`src/rtl/sipo_receiver.sv`:
```
// Serial-in / parallel-out receiver.
// A two-state shifter (IDLE / SHIFT) assembles WIDTH serial bits into a word.
// A separate output register (q / valid) gives double buffering. While the
// consumer holds one word, the shifter can assemble the next one.
//
// Output handshake (valid/ready):
//   - valid=1 means q holds a word that has not yet been consumed.
//   - The consumer takes q on any rising edge where valid=1 and ready=1.
//   - Once valid is high, q is stable until that handshake happens.
//     The one exception is a word completing on the same edge as the
//     handshake: q then reloads with the new word and valid stays high.
//   - ready has no effect while valid=0.
//   - If a word completes while valid=1 and ready=0, the new word is
//     dropped and the sticky overrun flag is set.
module sipo_receiver #(
    parameter int WIDTH     = 8,
    parameter bit MSB_FIRST = 1'b1
) (
    input  logic                     clk,
    input  logic                     reset,
    input  logic                     shift_en,
    input  logic                     d,
    input  logic                     clear,
    input  logic                     ready,
    output logic [WIDTH-1:0]         q,
    output logic                     valid,
    output logic                     busy,
    output logic [$clog2(WIDTH)-1:0] bit_count,
    output logic                     overrun
);

    localparam int CW = $clog2(WIDTH);
    localparam logic [CW-1:0] LAST_BIT = CW'(WIDTH - 1);

    // busy is a direct decode of this state and serves as its debug view.
    typedef enum logic {
        IDLE  = 1'b0,
        SHIFT = 1'b1
    } state_t;

    state_t           state_q;
    logic [WIDTH-1:0] sr_q;
    logic [WIDTH-1:0] sr_d;
    logic [CW-1:0]    cnt_q;
    logic [WIDTH-1:0] q_q;
    logic             valid_q;
    logic             overrun_q;

    logic             shift_fire;
    logic             word_done;
    logic             handshake;

    // Next shifter contents with the current serial bit inserted at the
    // end selected by the bit order.
    always_comb begin
        sr_d = sr_q;
        if (MSB_FIRST) begin
            sr_d = {sr_q[WIDTH-2:0], d};
        end else begin
            sr_d = {d, sr_q[WIDTH-1:1]};
        end
    end

    // Strobe decode. clear masks shift_en, so an aborted word never
    // completes. A word can only complete from SHIFT, because WIDTH >= 2.
    always_comb begin
        shift_fire = shift_en && !clear;
        word_done  = shift_fire && (state_q == SHIFT) && (cnt_q == LAST_BIT);
        handshake  = valid_q && ready;
    end

    // Shifter FSM, output buffer and overrun flag, all in one register
    // process so that every output is a flop.
    always_ff @(posedge clk or posedge reset) begin
        if (reset) begin
            state_q   <= IDLE;
            sr_q      <= '0;
            cnt_q     <= '0;
            q_q       <= '0;
            valid_q   <= 1'b0;
            overrun_q <= 1'b0;
        end else begin
            // Shifter side.
            if (clear) begin
                state_q   <= IDLE;
                cnt_q     <= '0;
                sr_q      <= '0;
                overrun_q <= 1'b0;
            end else if (shift_en) begin
                sr_q <= sr_d;
                case (state_q)
                    IDLE: begin
                        cnt_q   <= CW'(1);
                        state_q <= SHIFT;
                    end
                    SHIFT: begin
                        if (cnt_q == LAST_BIT) begin
                            cnt_q   <= '0;
                            state_q <= IDLE;
                        end else begin
                            cnt_q <= cnt_q + CW'(1);
                        end
                    end
                    default: begin
                        cnt_q   <= '0;
                        state_q <= IDLE;
                    end
                endcase
            end

            // Output buffer side. A completion takes precedence over a
            // plain handshake because it decides what q holds next.
            if (word_done) begin
                if (!valid_q) begin
                    q_q     <= sr_d;
                    valid_q <= 1'b1;
                end else if (ready) begin
                    q_q <= sr_d;
                end else begin
                    overrun_q <= 1'b1;
                end
            end else if (handshake) begin
                valid_q <= 1'b0;
            end
        end
    end

    // Drive the ports from the registered state.
    always_comb begin
        q         = q_q;
        valid     = valid_q;
        busy      = (state_q == SHIFT);
        bit_count = cnt_q;
        overrun   = overrun_q;
    end

endmodule
```
`config.mk`:
```
export PLATFORM = sky130hd
export DESIGN_NAME = sipo_receiver
export DESIGN_NICKNAME = d
export VERILOG_FILES = /design/src/rtl/sipo_receiver.sv
export SDC_FILE = /design/constraint.sdc
export NUM_CORES = 1
export LEC_CHECK = 0
export ABC_AREA = 0
export ABC_CLOCK_PERIOD_IN_PS = 2500
export BUFFER_PORTS_ARGS = -buffer_cell sky130_fd_sc_hd__buf_2
export CAP_MARGIN = 20
export CORE_MARGIN = 2
export CORE_UTILIZATION = 50
export DETAILED_ROUTE_END_ITERATION = 6
export PLACE_DENSITY = 0.75
export SLEW_MARGIN = 5
export SYNTH_ARGS = -nofsm -noshare
export SYNTH_HDL_FRONTEND = slang
export SYNTH_SLANG_ARGS = --single-unit
```
`constraint.sdc`:
```
create_clock -name clk -period 2.5 [get_ports clk]
set_clock_uncertainty 0.15 [all_clocks]
set_input_delay 0.125 -clock clk [delete_from_list [all_inputs] [get_ports clk]]
set_output_delay 0.125 -clock clk [all_outputs]
set_load 0.005 [all_outputs]
```
==> impl_metrics.tcl <==
set metrics [dict create \
    internal_power_uw 419 \
    tightest_slew_ns 0.775 \
    insertion_delay_ns 0.30 \
    drive_gt1_frac 0.360 \
    globalplace.congestion 0.700 \
    io_buffers 19 \
    critPathLaunchType "register" \
    cp_max_fo 8 \
    status "complete, no violations" \
    core-area_um2 1690 \
    vdd.ir_drop.worst_mv 0.272 \
    synth_nets 75 \
    grt_start_max_net_pins 22 \
    crit_slowest_cell "dfrtp_1" \
    die_area_um2 2090 \
    synth_ff_type "dfrtp_1" \
    required_ns 2.54 \
    synth_edf_count 0 \
    dp_hpwl_um 999 \
    synth_area_per_cell_um2 13.0 \
    seqPwrFrac 0.640 \
    rsz0062_at_grt "false" \
    maxCapViolCount 0 \
    yosysUniqueCellTypes 20 \
    cp_cell_sequence "ha_1 > ha_1 > nand3_2 > nor3_4 > mux2_2" \
    timing.final.crit_share 0.783 \
    p_sw_uw 126 \
    cts-root-buf "clkbuf_4" \
    antenna_found_initial 0 \
    worst_setup_hold_path_clk_slew_ns 0.11 \
    drt-wirelength-per-cell_um 13.6 \
    antenna_left 0 \
    min_path_type "in2reg" \
    die_h_um 45.7 \
    crit_type "reg2reg" \
    grt_usage 0.161 \
    first_pass_iters 2 \
    hold_buffers 2 \
    drtIter0Drc 3 \
    vias 561 \
    pwr-share-clk 0.298 \
    arrival_ns 2.00 \
    finalCriticalPeriod_ns 1.96 \
    combPwrFrac 0.062 \
    cts_resized 0 \
    synth_top_cell_by_area "dfrtp_1" \
    synthArstFlopShare 1.00 \
    rrSetupSlack_ns 0.54 \
    setup_viol 0 \
    rows 15 \
    cts_setup_buffers 0 \
    synthTopCellsByCount "21 x dfrtp_1, 10 x nor2_1, 8 x mux2_2" \
    tns_ns 0 \
    cts.sinks 21 \
    layout.nets 98 \
    io_pins 20 \
    max_clock_freq_mhz 511 \
    powerDensity_nw_per_um2 537 \
    critPathCaptureType "register" \
    cts_buffers 3 \
    cts_max_level 1 \
    diodes 0 \
    ys_seq_area_frac 0.604 \
    netlist_area_um2 870 \
    hold_viol 0 \
    grt_pass1_vias 535 \
    cts.path.max_buffers 2 \
    final_util 0.601 \
    grt_overflow_total 0 \
    start_util 0.515 \
    slowest_delay_ns 0.40 \
    grt_pass1_wl_um 2280 \
    multi_input_area_um2 324 \
    seq_area_um2 526 \
    final-max-slew-violation-count 0 \
    synth_most_common_cell "dfrtp_1" \
    fillers 151 \
    wl_um 1440 \
    relSlewSlack 0.483 \
    vias_per_cell 5.29 \
    timing.hold.ws_ns 0.0190 \
    switching_share 0.231 \
    ys_seq_elements 21 \
    die_x_um 45.7 \
    cpMostUsedCell "ha_1" \
    yosys_warnings 0 \
    netlist_top_cells_area "dfrtp_1 60%, mux2_2 10%, mux2i_1 8.1%" \
    synth_top_area_share 0.604 \
    drc 0 \
    p_leak_uw 0.000558 \
    area_growth_pct 16.8 \
    synthCells 67 \
    cts_tree "built" \
]
-- critical path, delay by kind of cell, from the launching register on --
family,cells,cell delay [ns]
AND/OR/NAND/NOR,2,0.52
flip-flops,1,0.40
multiplexers,1,0.39
adder cells (fa/ha/maj),2,0.39
-- cells in the final DEF, fill, tap and decap left out, types with 2 or more instances in the layout --
master / count
a21oi_1: 3
buf_2: 19
clkbuf_4: 3
dfrtp_1: 21
dlygate4sd3_1: 2
ha_1: 2
mux2_2: 8
mux2i_1: 7
nand2b_1: 2
nand3_1: 2
nor2_1: 10
-- power groups by stage --
stage / Clock [uW] / Combinational [uW] / Sequential (uW)
CTS: 166 / 34.4 / 349
global route: 180 / 37.9 / 350
global placement: 0 / 30.9 / 355
floorplan: 0 / 21.0 / 355
detailed placement: 0 / 32.0 / 356
finish: 163 / 33.6 / 349
-- layer usage --
| metal | routed length [um] | global-route usage | part of all wire | up-vias |
|---|---|---|---|---|
| li1 | - | - | - | 275 |
| met1 | 658 | 0.202 | 0.46 | 268 |
| met2 | 689 | 0.251 | 0.48 | 14 |
| met3 | 53 | 0.0357 | 0.037 | 4 |
| met4 | 39 | 0.103 | 0.027 | 0 |
| met5 | 0 | 0 | 0 | - |
-- logic make-up (layout without fill, tap and decap cells) --
group | Yosys count | after routing | share of synthesized area
and+or+nand+nor | 19 | 19 | 0.119
adders and majority gates | 2 | 2 | 0.0288
buffers and inverters | 4 | 26 | 0.0230
muxes | 15 | 15 | 0.184
AOI/OAI and AO/OA | 6 | 6 | 0.0403
DFF | 21 | 21 | 0.604
-- sequential cells by signal, indices dropped and copies added, names as in the netlist --
| name | flops |
|---|---|
| overrun | 1 |
| q | 8 |
| bit_count | 3 |
| busy | 1 |
| sr_q | 7 |
| valid | 1 |
-- cell type report --
class	count	share of cell area
Clock buffer	4	0.0259
Multi-Input combinational cell	42	0.319
Sequential cell	21	0.517
Timing Repair Buffer	21	0.113
Inverter	1	0.00369
Tap cell	17	0.0209
-- final timing paths --
path / startpoint / to / depth (start not counted)
max in group asynchronous: reset / bit_count[0] / 3
hold / removal: ready / valid / 3
min in group asynchronous: reset / sr_q[3] / 3
hold reg to reg: overrun / overrun / 2
setup / recovery: bit_count[0] / q[3] / 5
setup reg to reg: bit_count[0] / q[3] / 5
-- through the flow --
stage	power, uW	setup slack (ns)	instance area (um2)	instances
after floorplan	376	0.733	870	67
after global placement	386	0.625	970	100
after detailed placement	388	0.530	970	100
after CTS	550	0.515	1020	106
after global routing	569	0.437	1020	106
final	546	0.542	1020	106
Note: power is estimated with default switching activity, not from simulation.
